===== src/rtl/ariane_pkg.sv =====
// Shared types for the fetch-entry arbiter: the decode fetch entry and the arbiter output buffer.
package ariane_pkg;

    localparam int unsigned FETCH_ARB_IDX_W = 3;

    typedef struct packed {
        logic [63:0] address;
        logic [31:0] instruction;
        logic        ex_valid;
    } fetch_entry_t;

    typedef struct packed {
        logic                       valid;
        fetch_entry_t               entry;
        logic [FETCH_ARB_IDX_W-1:0] src;
    } fetch_arb_buf_t;

endpackage


===== src/rtl/fetch_arb_pick.sv =====
// Combinational rotating-priority picker: first valid index at or above i_start, wrapping.
module fetch_arb_pick
    import ariane_pkg::*;
#(
    parameter int unsigned NR_REQ = 2
) (
    input  logic [NR_REQ-1:0]          i_valid,
    input  logic [FETCH_ARB_IDX_W-1:0] i_start,
    output logic [NR_REQ-1:0]          o_gnt,
    output logic [FETCH_ARB_IDX_W-1:0] o_idx,
    output logic                       o_any
);

    localparam int unsigned SELW = (NR_REQ > 1) ? $clog2(NR_REQ) : 1;

    int unsigned       w_j;
    logic [SELW-1:0]   w_sel;

    always_comb begin
        o_gnt = '0;
        o_idx = '0;
        o_any = 1'b0;
        w_j   = 0;
        w_sel = '0;
        for (int unsigned k = 0; k < NR_REQ; k++) begin
            w_j = 32'(i_start) + k;
            if (w_j >= NR_REQ) begin
                w_j = w_j - NR_REQ;
            end
            w_sel = SELW'(w_j);
            if (!o_any && i_valid[w_sel]) begin
                o_any        = 1'b1;
                o_gnt[w_sel] = 1'b1;
                o_idx        = FETCH_ARB_IDX_W'(w_j);
            end
        end
    end

endmodule


===== src/rtl/fetch_arbiter.sv =====
// Arbitrates NR_REQ fetch sources into a one-entry buffer feeding decode, tagging the source.
// FETCH_ARB_RR_EN selects round-robin; otherwise fixed priority (lowest index wins).
module fetch_arbiter
    import ariane_pkg::*;
#(
    parameter int unsigned NR_REQ = 2
) (
    input  logic                       clk_i,
    input  logic                       rst_ni,
    input  logic                       flush_i,
    input  fetch_entry_t               req_entry_i [NR_REQ],
    input  logic [NR_REQ-1:0]          req_valid_i,
    output logic [NR_REQ-1:0]          req_ready_o,
    output fetch_entry_t               fetch_entry_o,
    output logic                       fetch_entry_valid_o,
    input  logic                       fetch_entry_ready_i,
    output logic [FETCH_ARB_IDX_W-1:0] src_o
);

    fetch_arb_buf_t               r_out;
    logic [FETCH_ARB_IDX_W-1:0]   w_start;
    logic [NR_REQ-1:0]            w_gnt;
    logic [FETCH_ARB_IDX_W-1:0]   w_pick;
    logic                         w_any;
    logic                         w_space;
    logic                         w_accept;
    fetch_entry_t                 w_entry;

`ifdef FETCH_ARB_RR_EN
    logic [FETCH_ARB_IDX_W-1:0]   r_rr;

    always_ff @(posedge clk_i or negedge rst_ni) begin
        if (!rst_ni) begin
            r_rr <= '0;
        end else if (w_accept) begin
            r_rr <= (w_pick == FETCH_ARB_IDX_W'(NR_REQ - 1)) ? '0 : w_pick + 1'b1;
        end
    end

    assign w_start = r_rr;
`else
    assign w_start = '0;
`endif

    fetch_arb_pick #(
        .NR_REQ (NR_REQ)
    ) u_pick (
        .i_valid (req_valid_i),
        .i_start (w_start),
        .o_gnt   (w_gnt),
        .o_idx   (w_pick),
        .o_any   (w_any)
    );

    assign w_space  = !r_out.valid || fetch_entry_ready_i;
    assign w_accept = w_space && w_any && !flush_i;

    always_comb begin
        req_ready_o = w_accept ? w_gnt : '0;
    end

    // Select the entry by one-hot grant so the array index never needs the wider source tag.
    always_comb begin
        w_entry = '0;
        for (int unsigned k = 0; k < NR_REQ; k++) begin
            if (w_gnt[k]) begin
                w_entry = req_entry_i[k];
            end
        end
    end

    always_ff @(posedge clk_i or negedge rst_ni) begin
        if (!rst_ni) begin
            r_out <= '0;
        end else if (flush_i) begin
            r_out.valid <= 1'b0;
        end else if (w_accept) begin
            r_out.valid <= 1'b1;
            r_out.entry <= w_entry;
            r_out.src   <= w_pick;
        end else if (fetch_entry_ready_i) begin
            r_out.valid <= 1'b0;
        end
    end

    assign fetch_entry_o       = r_out.entry;
    assign fetch_entry_valid_o = r_out.valid;
    assign src_o               = r_out.src;

endmodule


===== config.mk =====
export PLATFORM = sky130hd
export DESIGN_NAME = fetch_arbiter
export DESIGN_NICKNAME = d
export VERILOG_FILES = /design/src/rtl/ariane_pkg.sv /design/src/rtl/fetch_arb_pick.sv /design/src/rtl/fetch_arbiter.sv
export SDC_FILE = /design/constraint.sdc
export NUM_CORES = 1
export LEC_CHECK = 0
export ABC_AREA = 1
export CELL_PAD_IN_SITES_DETAIL_PLACEMENT = 0
export CELL_PAD_IN_SITES_GLOBAL_PLACEMENT = 1
export CORE_ASPECT_RATIO = 0.5
export CORE_MARGIN = 2
export CORE_UTILIZATION = 27
export CTS_CLUSTER_DIAMETER = 40
export DETAILED_ROUTE_END_ITERATION = 16
export GPL_TIMING_DRIVEN = 1
export PLACE_DENSITY = 0.92
export SYNTH_ARGS = -nofsm -noshare
export SYNTH_HDL_FRONTEND = slang
export SYNTH_SLANG_ARGS = --single-unit

===== constraint.sdc =====
create_clock -name clk_i -period 2.4 [get_ports clk_i]
set_input_delay 0.48 -clock clk_i [delete_from_list [all_inputs] [get_ports clk_i]]
set_output_delay 0.48 -clock clk_i [all_outputs]
set_load 0.05 [all_outputs]

==> metrics.cfg <==
[clock_network]
htree_levels = 3
cts-root-buf = clkbuf_16
ctsHoldBuffers = 0
clk_pin_slew_ns = 0.07
post-cts-setup-buffers = 0
clockBufferDepth = 2
cts_buffers = 9
cts_resized = 0
numClockSinks = 99
clk_latency_ns = 0.33
cts_tree = done

[logic_synthesis]
yosysSeqAreaShare_pct = 48.1
synth_top_area_share_pct = 48.1
synth.distinct_cells = 17
synth-seq-cells = 99
synth_area_um2 = 5150
synth_top_cell_by_area = dfrtp_1
avgSynthCellArea_um2 = 6.86
yosys_warnings = 0
syn_inst = 751
netlist_top_cells_area = dfrtp_1 (48%), nand2_1 (36%), nand3_1 (9.4%)

[sta]
grt_setup_unrepaired = false
maxSlewViolCount = 0
finalClockSkew_ns = 0.00843
hold_ws_ns = 0.0839
fin_crit_ns = 2.04
tightest_slew_ns = 0.700
setup_violations = 0
clock.fmax_mhz = 489
hold_viol_final = 0
fin_crit_sh_pct = 85.2
slew_headroom_pct = 53.3
setup_tns_ns = 0
finalWorstSetupSlack_ns = 0.356

[grt]
grt_start_max_net_pins = 82
grt_pass1_wl_um = 29000
overflow = 0
grt_pass1_vias = 5528
track_usage_pct = 18.4
grt_antenna_before_repair = 0

[power_and_ir_drop]
totalPowerFinal_mw = 5.87
power_density_nw_per_um2 = 675
vdd_drop_max_mv = 0.340
p_leak_nw = 4.36

[route]
wl_per_cell_um = 14.8
drt-total-wl_um = 19000
dr.pass1.iters = 4
vias = 5722
drc = 0
drt-vias-per-instance = 4.46
antenna_left = 0
drtIter0Drc = 258

[place]
place_area_um2 = 8400
post-place-ws_ns = 0.352
place_inst = 1269
dpl.hpwl_um = 14200
io_buffers = 300
finalWeightedCongestion = 0.822

[min_path]
hold_class = input port to async pin

[layout]
layoutNonFillerInstCount = 1283
layout.cells.most_common = nand2_1
final_util_pct = 46.8
final_area_um2 = 8700
final_cell_mix = nand2_1 (488), clkdlybuf4s50_1 (295), dfrtp_1 (99)
fillers = 1884
antenna_cells = 0
nets = 1221
synthToLayoutAreaGrowth_pct = 68.8
drive_gt1_share_pct = 3.42

[floorplanning]
rows = 35
core-area_um2 = 18600
start_util_pct = 27.7
ioPinCount = 303
dieArea_um2 = 20300
dieWidth_um = 199
die_h_um = 102

[worst_setup_path]
required_ns = 1.92
worstSetupPathType = input port to output pin
worstSetupEndpointType = output pin
worstSetupStartpointType = input port
critPathMaxFanout = 4
cp_slowest_cell = clkdlybuf4s50_1
cp_top_family = buffers and inverters
crit_chain = clkdlybuf4s50_1 -> inv_1 -> nand2_2 -> nand2_1 -> nor2_1 -> buf_12
cp_data_arrival_time_ns = 1.56
path_buf_inv = 3
cpPeakStageDelay_ns = 0.46

[run]
cap_violations = 0

[outcome]
outcome = finished clean

[metal layers]
| metal | share of wire (%) | global-route usage [%] | up-vias |
|---|---|---|---|
| met2 | 53 | 34.5 | 140 |
| met1 | 42 | 22.0 | 2708 |
| met3 | 3.2 | 2.50 | 33 |
| met4 | 2.5 | 5.87 | 0 |
| met5 | 0 | 0 | - |
| li1 | - | - | 2841 |
[synthesized netlist by cell type]
| cell type | count |
|---|---|
| buf_2 | 24 |
| inv_2 | 2 |
| nand2_1 | 488 |
| nor2_1 | 1 |
| nand2_2 | 1 |
| nor2_4 | 2 |
| conb_1 | 1 |
| nand3_2 | 1 |
| clkbuf_1 | 15 |
| buf_4 | 7 |
| a21oi_1 | 1 |
| inv_1 | 3 |
| nand4_1 | 1 |
| dfrtp_1 | 99 |
| nand3_1 | 97 |
| buf_1 | 5 |
| buf_6 | 3 |
[registers in the layout, indices dropped and copies added (netlist names)]
register / flops
fetch_entry_valid_o: 1
src_o: 1
fetch_entry_o: 97
[worst register-to-register path: stages (launching register included)]
cell and delay, ns:
dfrtp_1 0.40, nand2_2 0.12, nand3_4 0.31, buf_12 0.32, nand2_1 0.10, nand2_1 0.06
[worst paths after layout]
| check | startpoint | endpoint | slack [ns] | cells after the start |
|---|---|---|---|---|
| min in group clk_i | fetch_entry_o[17] | fetch_entry_o[17] | 0.48 | 2 |
| hold reg to reg | fetch_entry_o[17] | fetch_entry_o[17] | 0.48 | 2 |
| setup reg to reg | fetch_entry_valid_o | fetch_entry_o[31] | 0.96 | 5 |
| max in group asynchronous | rst_ni | fetch_entry_o[30] | 1.55 | 2 |
| setup / recovery | fetch_entry_ready_i | req_ready_o[0] | 0.36 | 6 |
| hold / removal | rst_ni | fetch_entry_o[92] | 0.08 | 1 |
[cell families after synthesis]
family / synth area share [%]
simple gates: 45.9
flops: 48.1
buf+inv: 5.83
compound gates: 0.0970
other cells: 0.0728
[final cells by class]
type | instances | area, µm² | area share, %
multi-input combinational | 594 | 2390 | 27.4
tap | 259 | 324 | 3.73
sequential | 99 | 2480 | 28.5
inverter | 5 | 18.8 | 0.216
clock buffer | 11 | 233 | 2.68
clock inverter | 3 | 65.1 | 0.748
timing repair buffer | 312 | 3190 | 36.7
[report_power, final]
group | total [mW] | leakage [nW] | internal (mW) | switching (mW)
clock network | 1.51 | 0.145 | 0.902 | 0.604
registers | 2.04 | 1.26 | 1.91 | 0.134
logic | 2.32 | 2.95 | 0.876 | 1.45
total | 5.87 | 4.36 | 3.68 | 2.19
No activity file was read; power rests on OpenSTA's default activity.
